==> config.mk <==
export PLATFORM = sky130hd
export DESIGN_NAME = fetch_unit
export DESIGN_NICKNAME = d
export VERILOG_FILES = /design/src/rtl/fetch_pkg.sv /design/src/rtl/fetch_fifo.sv /design/src/rtl/fetch_unit.sv
export SDC_FILE = /design/constraint.sdc
export NUM_CORES = 1
export LEC_CHECK = 0
export ABC_CLOCK_PERIOD_IN_PS = 5790
export BUFFER_PORTS_ARGS = -buffer_cell sky130_fd_sc_hd__buf_4
export CORE_ASPECT_RATIO = 0.8
export CORE_MARGIN = 5
export CORE_UTILIZATION = 45
export DETAILED_ROUTE_END_ITERATION = 16
export PLACE_DENSITY = 0.75
export RECOVER_POWER = 50
export SLEW_MARGIN = 30
export SYNTH_ARGS = -nofsm -noshare
export SYNTH_HDL_FRONTEND = slang
export SYNTH_SLANG_ARGS = --single-unit
==> constraint.sdc <==
create_clock -name clk -period 5.79 [get_ports clk]
set_clock_uncertainty 0.2 [all_clocks]
set_input_delay 1.737 -clock clk [delete_from_list [all_inputs] [get_ports clk]]
set_output_delay 1.737 -clock clk [all_outputs]
set_load 0.01 [all_outputs]
==> src/rtl/fetch_pkg.sv <==
// Shared types and constants for the instruction fetch front end.
package fetch_pkg;

  typedef enum logic {
    FETCH = 1'b0,
    DRAIN = 1'b1
  } fetch_state_t;

  localparam logic [31:0] INSTR_NOP = 32'h0000_0013;
  localparam int          PC_STEP   = 4;

  // Counter wide enough to hold 0..depth inclusive.
  function automatic int cnt_w(input int depth);
    return $clog2(depth) + 1;
  endfunction

  function automatic int ptr_w(input int depth);
    return (depth > 1) ? $clog2(depth) : 1;
  endfunction

endpackage

==> src/rtl/fetch_fifo.sv <==
// Synchronous FIFO holding {pc, instr} pairs, with a synchronous clear used on redirect.
module fetch_fifo
  import fetch_pkg::*;
#(
  parameter int WIDTH = 64,
  parameter int DEPTH = 2
) (
  input  logic                      clk,
  input  logic                      rst,
  input  logic                      push,
  input  logic [WIDTH-1:0]          wdata,
  input  logic                      pop,
  input  logic                      clear,
  output logic [WIDTH-1:0]          rdata,
  output logic                      full,
  output logic                      empty,
  output logic [cnt_w(DEPTH)-1:0]   count
);

  localparam int CW = cnt_w(DEPTH);
  localparam int PW = ptr_w(DEPTH);

  logic [WIDTH-1:0] mem_q [DEPTH];
  logic [PW-1:0]    wptr_q, wptr_d;
  logic [PW-1:0]    rptr_q, rptr_d;
  logic [CW-1:0]    count_q, count_d;
  logic             do_push, do_pop;

  function automatic logic [PW-1:0] ptr_inc(input logic [PW-1:0] p);
    return (p == PW'(DEPTH - 1)) ? '0 : p + PW'(1);
  endfunction

  assign empty   = (count_q == '0);
  assign full    = (count_q == CW'(DEPTH));
  assign count   = count_q;
  assign rdata   = mem_q[rptr_q];
  assign do_pop  = pop && !empty;
  assign do_push = push && (!full || do_pop);

  always_comb begin
    wptr_d  = wptr_q;
    rptr_d  = rptr_q;
    count_d = count_q;
    if (clear) begin
      wptr_d  = '0;
      rptr_d  = '0;
      count_d = '0;
    end else begin
      if (do_push) wptr_d = ptr_inc(wptr_q);
      if (do_pop)  rptr_d = ptr_inc(rptr_q);
      count_d = count_q + CW'(do_push) - CW'(do_pop);
    end
  end

  always_ff @(posedge clk) begin
    if (rst) begin
      wptr_q  <= '0;
      rptr_q  <= '0;
      count_q <= '0;
    end else begin
      wptr_q  <= wptr_d;
      rptr_q  <= rptr_d;
      count_q <= count_d;
    end
  end

  // Storage carries no reset; validity is tracked by count_q alone.
  always_ff @(posedge clk) begin
    if (do_push && !clear) mem_q[wptr_q] <= wdata;
  end

endmodule

==> src/rtl/fetch_unit.sv <==
// Instruction fetch front end: PC, memory request/response, instruction buffer, redirect.
// Optional build macro FETCH_PERF_CNT_EN adds perf_fetched / perf_dropped counters.
module fetch_unit
  import fetch_pkg::*;
#(
  parameter int                    ADDR_WIDTH = 32,
  parameter int                    DATA_WIDTH = 32,
  parameter logic [ADDR_WIDTH-1:0] RESET_PC   = '0,
  parameter int                    FIFO_DEPTH = 2
) (
  input  logic                  clk,
  input  logic                  rst,
  output logic                  req_valid,
  input  logic                  req_ready,
  output logic [ADDR_WIDTH-1:0] req_addr,
  input  logic                  rsp_valid,
  input  logic [DATA_WIDTH-1:0] rsp_data,
  output logic                  instr_valid,
  input  logic                  instr_ready,
  output logic [DATA_WIDTH-1:0] instr,
  output logic [ADDR_WIDTH-1:0] instr_pc,
  input  logic                  redirect,
  input  logic [ADDR_WIDTH-1:0] redirect_pc
`ifdef FETCH_PERF_CNT_EN
  ,
  output logic [31:0]           perf_fetched,
  output logic [31:0]           perf_dropped
`endif
);

  localparam int CW = cnt_w(FIFO_DEPTH);
  localparam int FW = ADDR_WIDTH + DATA_WIDTH;

  fetch_state_t          state_q, state_d;
  logic [ADDR_WIDTH-1:0] pc_q, pc_d;
  logic [CW-1:0]         out_q, out_d;

  logic [CW-1:0]         fifo_count;
  logic                  fifo_full, fifo_empty, fifo_push, fifo_pop;
  logic [FW-1:0]         fifo_wdata, fifo_rdata;
  logic [CW:0]           occupancy;
  logic                  credit, req_fire, rsp_keep;
  logic [ADDR_WIDTH-1:0] rsp_pc;

  assign occupancy = {1'b0, out_q} + {1'b0, fifo_count};
  assign credit    = occupancy < (CW + 1)'(FIFO_DEPTH);

  assign req_valid = !rst && (state_q == FETCH) && credit && !redirect;
  assign req_addr  = pc_q;
  assign req_fire  = req_valid && req_ready;

  // In FETCH the outstanding requests are consecutive words ending at pc_q-4,
  // so the oldest one (the one answering now) sits out_q words behind pc_q.
  assign rsp_pc     = pc_q - ADDR_WIDTH'({out_q, 2'b00});
  assign rsp_keep   = rsp_valid && (state_q == FETCH) && !redirect;
  assign fifo_push  = rsp_keep;
  assign fifo_wdata = {rsp_pc, rsp_data};

  assign instr_valid = !rst && !fifo_empty;
  assign fifo_pop    = instr_valid && instr_ready;
  assign instr       = instr_valid ? fifo_rdata[DATA_WIDTH-1:0] : '0;
  assign instr_pc    = instr_valid ? fifo_rdata[FW-1:DATA_WIDTH] : '0;

  fetch_fifo #(
    .WIDTH (FW),
    .DEPTH (FIFO_DEPTH)
  ) u_fifo (
    .clk   (clk),
    .rst   (rst),
    .push  (fifo_push),
    .wdata (fifo_wdata),
    .pop   (fifo_pop),
    .clear (redirect),
    .rdata (fifo_rdata),
    .full  (fifo_full),
    .empty (fifo_empty),
    .count (fifo_count)
  );

  always_comb begin
    state_d = state_q;
    pc_d    = pc_q;
    out_d   = out_q + CW'(req_fire) - CW'(rsp_valid);
    if (redirect) begin
      pc_d    = redirect_pc & ~ADDR_WIDTH'(3);
      state_d = (out_d != '0) ? DRAIN : FETCH;
    end else begin
      if (req_fire) pc_d = pc_q + ADDR_WIDTH'(PC_STEP);
      if ((state_q == DRAIN) && (out_d == '0)) state_d = FETCH;
    end
  end

  always_ff @(posedge clk) begin
    if (rst) begin
      state_q <= FETCH;
      pc_q    <= RESET_PC;
      out_q   <= '0;
    end else begin
      state_q <= state_d;
      pc_q    <= pc_d;
      out_q   <= out_d;
    end
  end

  a_no_overflow: assert property (@(posedge clk) disable iff (rst)
    !(fifo_push && fifo_full && !fifo_pop));
  a_rsp_expected: assert property (@(posedge clk) disable iff (rst)
    !(rsp_valid && (out_q == '0)));

`ifdef FETCH_PERF_CNT_EN
  logic [31:0] fetched_q, fetched_d;
  logic [31:0] dropped_q, dropped_d;
  logic [CW-1:0] flushed;

  // Dropped = responses discarded (DRAIN or redirect cycle) plus entries flushed by redirect.
  always_comb begin
    fetched_d = fetched_q + 32'(fifo_pop);
    flushed   = redirect ? (fifo_count - CW'(fifo_pop)) : '0;
    dropped_d = dropped_q + 32'(flushed) + 32'(rsp_valid && !rsp_keep);
  end

  always_ff @(posedge clk) begin
    if (rst) begin
      fetched_q <= '0;
      dropped_q <= '0;
    end else begin
      fetched_q <= fetched_d;
      dropped_q <= dropped_d;
    end
  end

  assign perf_fetched = fetched_q;
  assign perf_dropped = dropped_q;
`endif

endmodule

; ---- After elaboration in Yosys (flattened, before gate mapping)
; Memory sizes are Yosys's and may differ from the RTL's. A register that Yosys moved wholly into a read port is not among the register bits.
; Cells that the tools add are included.
[word_totals]
inputBits = 70
regBits = 39
mem_bits_rw = 128
mem_count = 1
word_cells = 56
output_inout_bits = 98
[memory_table]
columns = name, depth, word_bits, rd, rd_clocked_by_memory_dff, write_ports, line_no
row1 = u_fifo.mem_q, 2, 64, 1, 1, 1, fetch_fifo.sv:23  ; logic [WIDTH-1:0] mem_q [DEPTH];
[classes]
n_bitwise = 1
reduce_logical = 23
magnitude_cmp = 1
n_mux = 13
n_addsub = 9
eq_ne = 1
[ops]
columns = cell, count
row1 = $mux W32, 4
row2 = $add A32 B3 Y32 const B, 1
row3 = $sub A32 B4 Y32, 1
row4 = $logic_and A1 B1 Y1, 12
row5 = $mux W1, 9
row6 = $reduce_bool A2 Y1, 3
row7 = $add A2 B1 Y2, 2
row8 = $logic_not A1 Y1, 4
row9 = $logic_not A2 Y1, 2
row10 = $sub A2 B1 Y2, 2
row11 = $add A2 B2 Y3, 1
row12 = $lt A3 B2 Y1 const B, 1
row13 = $add A1 B1 Y1 const B, 2
row14 = $eq A2 B2 Y1 const B, 1
row15 = $reduce_or A2 Y1, 1
row16 = $logic_or A1 B1 Y1, 1
row17 = $not A1 Y1, 1

; ---- Longest topological paths before layout
; Gate-level depths: netlist of run 1.
[depth]
ltp_word = 11
ltp_mapped = 13
ltp_nobuf = 11

; ---- Hierarchy
; Synthesis of run 1 repeated with hierarchy kept, for this count alone.
[unflattened]
cells_unflattened = 648
area_unflattened_um2 = 7951.4
[by_module_without_submodules]
columns = module, area_per_inst_um2, instances, seq_area_each_um2, cells_per_inst
row1 = fetch_fifo, 4849.7, 1, 3943.8, 229
row2 = fetch_unit, 3101.7, 1, 660.6, 419

; ---- Worst setup path before layout of run 1
; OpenSTA, ideal clock, no wires.
[synth_path]
path_type = input-to-reg
from = in redirect
to = mem u_fifo.mem_q[0][0] (enable)
n_path_buf = 1
path_stages = 4
setup_slack_ns = 0.071
required_ns = 5.100
arrival_ns = 5.030
setup_ns = 0.490
path_cell_list = clkbuf_1 nor2_1 o311a_1 nor2b_1
[synth_between]
elab_chain_cells = 6
[synth_lines]
columns = element, line_no
row1 = "start, declared", fetch_unit.sv:22  ; input logic redirect,
row2 = $logic_not A1 Y1, fetch_unit.sv:55  ; assign rsp_keep = rsp_valid && (state_q == FETCH) && !redirect;
row3 = $logic_and A1 B1 Y1, fetch_unit.sv:55
row4 = $logic_and A1 B1 Y1, fetch_fifo.sv:38  ; assign do_push = push && (!full || do_pop);
row5 = net u_fifo.do_push, fetch_fifo.sv:27  ; logic do_push, do_pop;
row6 = $logic_and A1 B1 Y1, fetch_fifo.sv:69  ; if (do_push && !clear) mem_q[wptr_q] <= wdata;
row7 = $mux W1, fetch_fifo.sv:69
row8 = $mux W1 (implied by the code), fetch_fifo.sv:69
row9 = "end, declared", fetch_fifo.sv:23
; The timed path passes the listed nets, and every way through them passes these cells.

; ---- Worst setup path in the final report of run 1
[layout_path]
from = in rst
to = out instr[16]
[layout_between]
elab_chain_cells = 3
[layout_lines]
columns = element, line_no
row1 = "start, declared", fetch_unit.sv:12  ; input logic rst,
row2 = $logic_not A1 Y1, fetch_unit.sv:59  ; assign instr_valid = !rst && !fifo_empty;
row3 = $logic_and A1 B1 Y1, fetch_unit.sv:59
row4 = $mux W32, fetch_unit.sv:61  ; assign instr = instr_valid ? fifo_rdata[DATA_WIDTH-1:0] : '0;
row5 = "end, declared", fetch_unit.sv:20  ; output logic [DATA_WIDTH-1:0] instr,
; No other way between the ends.

==> impl_metrics.yaml, run 1 <==
floorplan:
  ios: 168
  coreArea_sq_um: 16400
  num_rows: 42
  initial_core_util_pct: 45.4
  die-area_sq_um: 19300
  die_y_um: 125
  die_x_um: 154
clock_tree:
  htree_levels: 4
  insertion_delay_ns: 0.42
  cts_root_buf: "clkbuf_16"
  cts_setup_buffers: 0
  clkTransAtPathRegs_ns: 0.06
  cts_resized: 0
  cts_sinks: 162
  holdBufCountCts: 0
  clock_path_buffers: 2
  cts_inserted_buffers: 17
  cts_tree: "built"
timing:
  slew_violations: 53
  tns_ns: 0
  rsz0062_at_grt: "false"
  hold_slack_ns: 0.356
  max_freq_ghz: 0.201
  post-route-min-period_ns: 4.98
  relSlewSlack_pct: -42.6
  finalCritPeriodShare_pct: 85.9
  worst_pin_slew_ns: 2.13
  finalSetupViolations: 0
  final_hold_viol_count: 0
setup_path:
  critPathLaunchType: "primary input"
  critPathMaxStageDelay_ns: 0.37
  critPathCaptureType: "primary output"
  critPathKind: "primary input to primary output"
  critPathMaxFanout: 41
  required_ns: 3.85
  path_cells: "buf_4, o21bai_4, buf_4, nor2_1, buf_4"
  crit_arrival_ns: 3.04
  critical-path-slowest-cell: "buf_4"
  cpMostUsedCell: "buf_4"
placed_design:
  place_hpwl_um: 12500
  gp_congestion: 0.813
  portBuffers: 161
layout:
  fin_nets: 852
  antenna_cells: 0
  syn_to_final_growth_pct: 24.0
  drive_gt1_share_pct: 22.2
min_path:
  min_path_type: "register to register"
logic_synthesis:
  yosys-top-cells-count: "edfxtp_1 (124), nor2_1 (96), mux2i_1 (63)"
  async_flop_share_pct: 0
  synth_area_leader_cell: "edfxtp_1"
  yosysMostFrequentCell: "edfxtp_1"
  ys_seq_area_share_pct: 60.0
  post_synth_num_cell_types: 54
  synth_cells: 631
  synth_edf_count: 124
  synth_ff_type: "edfxtp_1"
  syn_area_per_cell_sq_um: 11.8
  ys_ff_latch: 162
  yosysTopAreaCellShare_pct: 49.8
  syn_area_sq_um: 7470
  ys_top_cells_by_area: "edfxtp_1 (50%), dfxtp_1 (10%), mux2i_1 (8.4%)"
  ys_warn_count: 0
global_route:
  grt_overflow: 0
  grt_pass1_wl_um: 28300
  grt_pass1_vias: 5428
  grt_max_degree: 42
  grt_usage_pct: 18.4
  antenna_found_initial: 0
pwr:
  p_total_mw: 2.75
  p_leak_nw: 3.37
  p_per_area_nw_per_um2: 297
  ir_worst_vdd_uv: 207
route:
  first_pass_iters: 4
  num_vias: 5418
  drtIter0Drc: 374
  drc: 0
  detail-route-antenna-nets: 0
  drt_wl_total_um: 17900
  avgRoutedWirePerCell_um: 17.8
  viasPerCell: 5.39
job:
  cap_violations: 2
outcome:
  run_status: "finished, violations left"
  violations: "capacitance limit, slew limit"
[sequential cells by signal, indices dropped and copies added (netlist names), named ones only]
signal / count
u_fifo.wptr_q: 1
state_q: 1
u_fifo.mem_q: 124
out_q: 2
u_fifo.rptr_q: 1
req_addr: 30
u_fifo.count: 2
[critical path, delay by kind of cell]
kind | cells | cell delay [ns]
AO/OA/AOI/OAI | 1 | 0.37
buffers and inverters | 3 | 0.83
AND/OR/NAND/NOR | 1 | 0.07
[final cells by class]
| type | count | area [sq um] |
|---|---|---|
| sequential | 162 | 4490 |
| timing repair buffer | 172 | 1190 |
| tap | 220 | 275 |
| inverter | 14 | 52.6 |
| clock buffer | 20 | 437 |
| multi-input combinational | 406 | 2710 |
| clock inverter | 11 | 114 |
| fill | 1404 | 7180 |
[metal layers]
layer | share of wire, % | vias up | track usage [%]
li1 | - | 2568 | -
met2 | 48 | 202 | 29.9
met4 | 1.1 | 0 | 4.67
met3 | 7.4 | 21 | 5.87
met5 | 0 | - | 0
met1 | 44 | 2627 | 24.2
[cells by family after synthesis]
group,share of synthesized area (%)
compound gates,5.22
xor+xnor,5.51
fa+ha+maj,1.71
buf+inv,3.85
flops,60.0
mux,8.74
other cells,0.0502
simple gates,14.9
[per-stage QoR]
stage          utilization (%)  cells  setup slack [ns]  area, sq um
4_1_cts                   57.2   1004             0.621         9410
2_1_floorplan                -    634            0.0707         7480
5_1_grt                   56.4   1005             0.746         9270
3_3_place_gp              53.6    971             0.664         8820
3_5_place_dp              53.8    973             0.618         8860
6_report                  56.4   1005             0.815         9270
[path summary, 6_finish.rpt]
check	slack, ns	startpoint	end	cells past startpoint
setup / recovery	0.81	rst	instr[16]	5
hold / removal	0.36	u_fifo.rptr_q$_SDFFE_PP0P_	register	2
setup reg to reg	2.21	u_fifo.count[0]$_SDFF_PP0_	state_q$_SDFFE_PP0P_	11
hold reg to reg	0.36	u_fifo.rptr_q$_SDFFE_PP0P_	register	2
[cells in the final DEF, fill, tap and decap left out, types with 5 or more instances in the layout]
| master | n |
|---|---|
| mux2i_1 | 63 |
| xor2_1 | 34 |
| a211oi_1 | 5 |
| a31oi_1 | 13 |
| nor2_1 | 96 |
| nor4_1 | 8 |
| o21ai_0 | 7 |
| dfxtp_1 | 37 |
| clkbuf_4 | 24 |
| and2_1 | 12 |
| o22ai_1 | 9 |
| and3_1 | 6 |
| clkbuf_1 | 42 |
| nand3_1 | 16 |
| buf_4 | 106 |
| nand4_1 | 13 |
| a221oi_1 | 5 |
| edfxtp_1 | 124 |
| xnor2_1 | 13 |
| ha_1 | 7 |
| nand2_1 | 22 |
| inv_1 | 12 |
| clkbuf_16 | 17 |
| a21oi_1 | 10 |
| nor3_1 | 20 |
[where the power goes]
group          internal (mW)  total [mW]  switching [mW]
Combinational          0.131       0.307           0.175
Clock                  0.627        1.06           0.432
Sequential              1.34        1.39          0.0521
No activity file was read; power rests on OpenSTA's default activity.
==> run 2: changes to the inputs <==
--- a/config.mk
+++ b/config.mk
@@ -11,7 +11,7 @@
 export CORE_MARGIN = 5
 export CORE_UTILIZATION = 45
 export DETAILED_ROUTE_END_ITERATION = 16
-export PLACE_DENSITY = 0.75
+export PLACE_DENSITY = 0.7
 export RECOVER_POWER = 50
 export SLEW_MARGIN = 30
 export SYNTH_ARGS = -nofsm -noshare
==> impl_metrics.yaml, run 2 (same netlist as run 1, synthesis figures left out) <==
setup_path:
  cp_top_family: "buffers and inverters"
  critPathMaxFanout: 41
  critPathLaunchType: "primary input"
  crit_arrival_ns: 3.14
  worst-path-buf-inv: 3
  cpMostUsedCell: "buf_4"
  critPathCaptureType: "primary output"
  critPathMaxStageDelay_ns: 0.47
  critPathKind: "primary input to primary output"
  path_cells: "buf_4, o21bai_4, buf_12, nor2_1, buf_4"
  critical-path-slowest-cell: "o21bai_4"
  required_ns: 3.85
outcome:
  violations: "capacitance limit, slew limit"
  run_status: "finished, violations left"
layout:
  syn_to_final_growth_pct: 24.1
  fin_nets: 848
  multiInputGateArea_sq_um: 2730
  final_cell_mix: "edfxtp_1 (124), buf_4 (100), nor2_1 (96), mux2i_1 (63), clkbuf_1 (38)"
  antenna_cells: 0
  n_fill_cell: 1435
  final_cells: 1002
  mostFrequentLayoutCell: "edfxtp_1"
  largest_reg_flops: 124
  seqCellArea_sq_um: 4490
  largest_register: "u_fifo.mem_q"
  drive_gt1_share_pct: 22.8
timing:
  relSlewSlack_pct: -37.8
  hold_slack_ns: 0.348
  final_hold_viol_count: 0
  finalCritPeriodShare_pct: 87.7
  post-route-min-period_ns: 5.08
  tns_ns: 0
  setup_ws_ns: 0.711
  worst_pin_slew_ns: 2.07
  rsz0062_at_grt: "false"
  max_freq_ghz: 0.197
  finalSetupViolations: 0
  slew_violations: 28
clock_tree:
  htree_levels: 4
  holdBufCountCts: 0
  cts_sinks: 162
  cts_setup_buffers: 0
  cts_inserted_buffers: 17
  cts_root_buf: "clkbuf_16"
  clock_path_buffers: 2
  insertion_delay_ns: 0.43
  cts_tree: "built"
  cts_resized: 0
  clkTransAtPathRegs_ns: 0.06
placed_design:
  place_ws_ns: 0.714
  portBuffers: 161
  dpl.cell_count: 970
  place_hpwl_um: 12200
  gp_congestion: 0.821
route:
  drtIter0Drc: 290
  first_pass_iters: 5
  avgRoutedWirePerCell_um: 17.7
  num_vias: 5343
  viasPerCell: 5.33
  drc: 0
  drt_wl_total_um: 17700
  detail-route-antenna-nets: 0
global_route:
  grt_pass1_wl_um: 28100
  grt_max_degree: 42
  met3_usage_pct: 5.70
  grt_util_met2_pct: 28.5
  grt_overflow: 0
  grt_pass1_vias: 5246
  grt_usage_pct: 18.5
  antenna_found_initial: 0
  met1_usage_pct: 25.5
  busiest_layer: "met2"
job:
  cap_violations: 1
floorplan:
  die_x_um: 154
  die-area_sq_um: 19300
  ios: 168
  initial_core_util_pct: 45.4
  die_y_um: 125
  coreArea_sq_um: 16400
  num_rows: 42
pwr:
  p_leak_nw: 3.36
  p_per_area_nw_per_um2: 296
  ir_worst_vdd_uv: 205
min_path:
  min_path_type: "register to register"
==> run 2: layer usage <==
layer | wire length [um] | vias up
met2 | 8210 | 191
met5 | 0 | -
met3 | 1170 | 23
li1 | - | 2565
met1 | 8080 | 2564
met4 | 235 | 0
==> run 2: cell type report <==
class                      instances  area share (%)
tap                              220            2.97
clock inverter                    15            1.40
sequential                       162            48.4
inverter                          14           0.566
multi-input combinational        406            29.4
clock buffer                      17            4.59
timing repair buffer             168            12.7
==> run 2: power breakdown <==
part	leakage [nW]	switching [mW]	internal, mW	total (mW)
Clock	0.262	0.459	0.592	1.05
Combinational	1.64	0.172	0.133	0.305
Sequential	1.46	0.0510	1.34	1.39
Total	3.36	0.682	2.06	2.74
==> run 2: worst register-to-register path: cells and delay by family, from the launching register on <==
family,cells,cell delay [ns]
fa+ha+maj,3,1.14
buf+inv,3,1.08
simple gates,4,1.01
flops,1,0.41
compound gates,1,0.20
==> run 2: path summary, 6_finish.rpt <==
path / start / endpoint / slack (ns) / cells after the start
worst max-delay path: rst / instr_pc[24] / 0.71 / 5
worst min-delay path: u_fifo.rptr_q$_SDFFE_PP0P_ / register / 0.35 / 2
worst max register to register: u_fifo.count[0]$_SDFF_PP0_ / state_q$_SDFFE_PP0P_ / 1.64 / 11
worst min register to register: u_fifo.rptr_q$_SDFFE_PP0P_ / register / 0.35 / 2
==> run 2: metrics by stage <==
| stage | util (%) | cell area [sq um] | total power, mW |
|---|---|---|---|
| 6_report | 56.4 | 9280 | 2.74 |
| 5_1_grt | 56.4 | 9280 | 2.87 |
| 2_1_floorplan | - | 7480 | 1.60 |
| 3_3_place_gp | 53.7 | 8840 | 1.72 |
| 4_1_cts | 57.3 | 9420 | 2.78 |
| 3_5_place_dp | 53.9 | 8870 | 1.73 |
==> run 3: changes to the inputs <==
--- a/config.mk
+++ b/config.mk
@@ -7,9 +7,9 @@
 export LEC_CHECK = 0
 export ABC_CLOCK_PERIOD_IN_PS = 5790
 export BUFFER_PORTS_ARGS = -buffer_cell sky130_fd_sc_hd__buf_4
-export CORE_ASPECT_RATIO = 0.8
 export CORE_MARGIN = 5
 export CORE_UTILIZATION = 45
+export CTS_BUF_LIST = sky130_fd_sc_hd__clkbuf_8
 export DETAILED_ROUTE_END_ITERATION = 16
 export PLACE_DENSITY = 0.7
 export RECOVER_POWER = 50
==> impl_metrics.yaml, run 3 (same netlist as run 1, synthesis figures left out) <==
layout:
  syn_to_final_growth_pct: 21.2
  final_cells: 1001
  fin_nets: 848
  seqCellArea_sq_um: 4490
  drive_gt1_share_pct: 22.4
  multiInputGateArea_sq_um: 2730
  design_area_sq_um: 9050
  largest_register: "u_fifo.mem_q"
  largest_reg_flops: 124
  n_fill_cell: 1437
  antenna_cells: 0
  mostFrequentLayoutCell: "edfxtp_1"
  final_cell_mix: "edfxtp_1 (124), buf_4 (103), nor2_1 (96), mux2i_1 (63)"
job:
  cap_violations: 1
clock_tree:
  cts_inserted_buffers: 17
  holdBufCountCts: 0
  clock_path_buffers: 2
  cts_setup_buffers: 0
  htree_levels: 4
  insertion_delay_ns: 0.45
  cts_sinks: 162
  cts_tree: "built"
  cts_root_buf: "clkbuf_8"
  cts_resized: 0
  clkTransAtPathRegs_ns: 0.08
placed_design:
  dpl.cell_count: 970
  portBuffers: 161
  gp_congestion: 0.830
  place_ws_ns: 0.735
  place_area_sq_um: 8830
  place_hpwl_um: 12300
setup_path:
  critPathKind: "primary input to primary output"
  critPathCaptureType: "primary output"
  r2r_setup_slack_ns: 2.20
  r2r_end: "state_q$_SDFFE_PP0P_"
  r2r_start: "u_fifo.count[0]$_SDFF_PP0_"
  critPathMaxFanout: 36
  required_ns: 3.85
  critical-path-slowest-cell: "clkbuf_1"
  crit_arrival_ns: 3.36
  critPathMaxStageDelay_ns: 1.09
  ff2ff_path_depth: 11
  path_cells: "clkbuf_1, nor2_1, nor4b_1, buf_4"
  critPathLaunchType: "primary input"
timing:
  relSlewSlack_pct: -2.52
  final_hold_viol_count: 0
  tns_ns: 0
  finalSetupViolations: 0
  post-route-min-period_ns: 5.29
  worst_pin_slew_ns: 1.54
  slew_violations: 37
  finalCritPeriodShare_pct: 91.4
  max_freq_ghz: 0.189
  setup_ws_ns: 0.497
  rsz0062_at_grt: "false"
floorplan:
  die_y_um: 139
  num_rows: 47
  die-area_sq_um: 19300
  coreArea_sq_um: 16500
  die_x_um: 139
  initial_core_util_pct: 45.4
  ios: 168
min_path:
  min_path_type: "register to register"
  holdPathStages: 2
  hold_start: "u_fifo.rptr_q$_SDFFE_PP0P_"
route:
  first_pass_iters: 5
  drt_wl_total_um: 17400
  detail-route-antenna-nets: 0
  avgRoutedWirePerCell_um: 17.4
  viasPerCell: 5.29
  num_vias: 5293
  drtIter0Drc: 235
  drc: 0
global_route:
  grt_usage_pct: 17.9
  grt_overflow: 0
  grt_pass1_vias: 5390
  antenna_found_initial: 0
  grt_pass1_wl_um: 27800
  grt_max_degree: 45
outcome:
  run_status: "finished, violations left"
  violations: "capacitance limit, slew limit"
pwr:
  ir_worst_vdd_uv: 143
  p_per_area_nw_per_um2: 270
  p_leak_nw: 3.28
-- run 3: layer usage --
| layer | wire (um) | global-route usage (%) | vias up |
|---|---|---|---|
| met2 | 8860 | 31.1 | 180 |
| li1 | - | - | 2555 |
| met3 | 1100 | 4.52 | 16 |
| met1 | 7220 | 22.5 | 2542 |
| met5 | 0 | 0 | - |
| met4 | 242 | 4.69 | 0 |
-- run 3: worst max path at each step --
stage	from	endpoint	slack, ns	cells past startpoint
after floorplan	redirect	u_fifo.mem_q[0][0]$_DFFE_PP_	0.07	4
after global placement	rst	instr_pc[2]	0.77	5
after global routing	redirect	req_valid	0.37	4
after CTS	rst	instr_pc[2]	0.73	5
after detailed placement	rst	instr_pc[2]	0.74	5
final	redirect	req_valid	0.50	4
-- run 3: final cells by class --
class                           instances  share of cell area (%)
Sequential cell                       162                    49.6
Multi-Input combinational cell        406                    30.2
Timing Repair Buffer                  168                    12.7
Tap cell                              220                    3.04
Clock buffer                           17                    2.58
Clock inverter                         14                    1.37
Inverter                               14                   0.580
-- run 3: critical path, delay by kind of cell --
| family | cells | cell delay [ns] |
|---|---|---|
| buf+inv | 2 | 1.26 |
| simple gates | 2 | 0.35 |
-- run 3: metrics by stage --
step,util [%],hold WS [ns],power [mW]
CTS,55.8,0.346,2.49
global route,55.0,0.369,2.56
detailed placement,53.6,0.337,1.73
finish,55.0,0.344,2.45
global placement,53.5,0.327,1.71
floorplan,-,0.320,1.60
-- run 3: power breakdown --
part | internal, mW | switching, mW
clock network | 0.370 | 0.391
logic | 0.131 | 0.172
registers | 1.33 | 0.0515
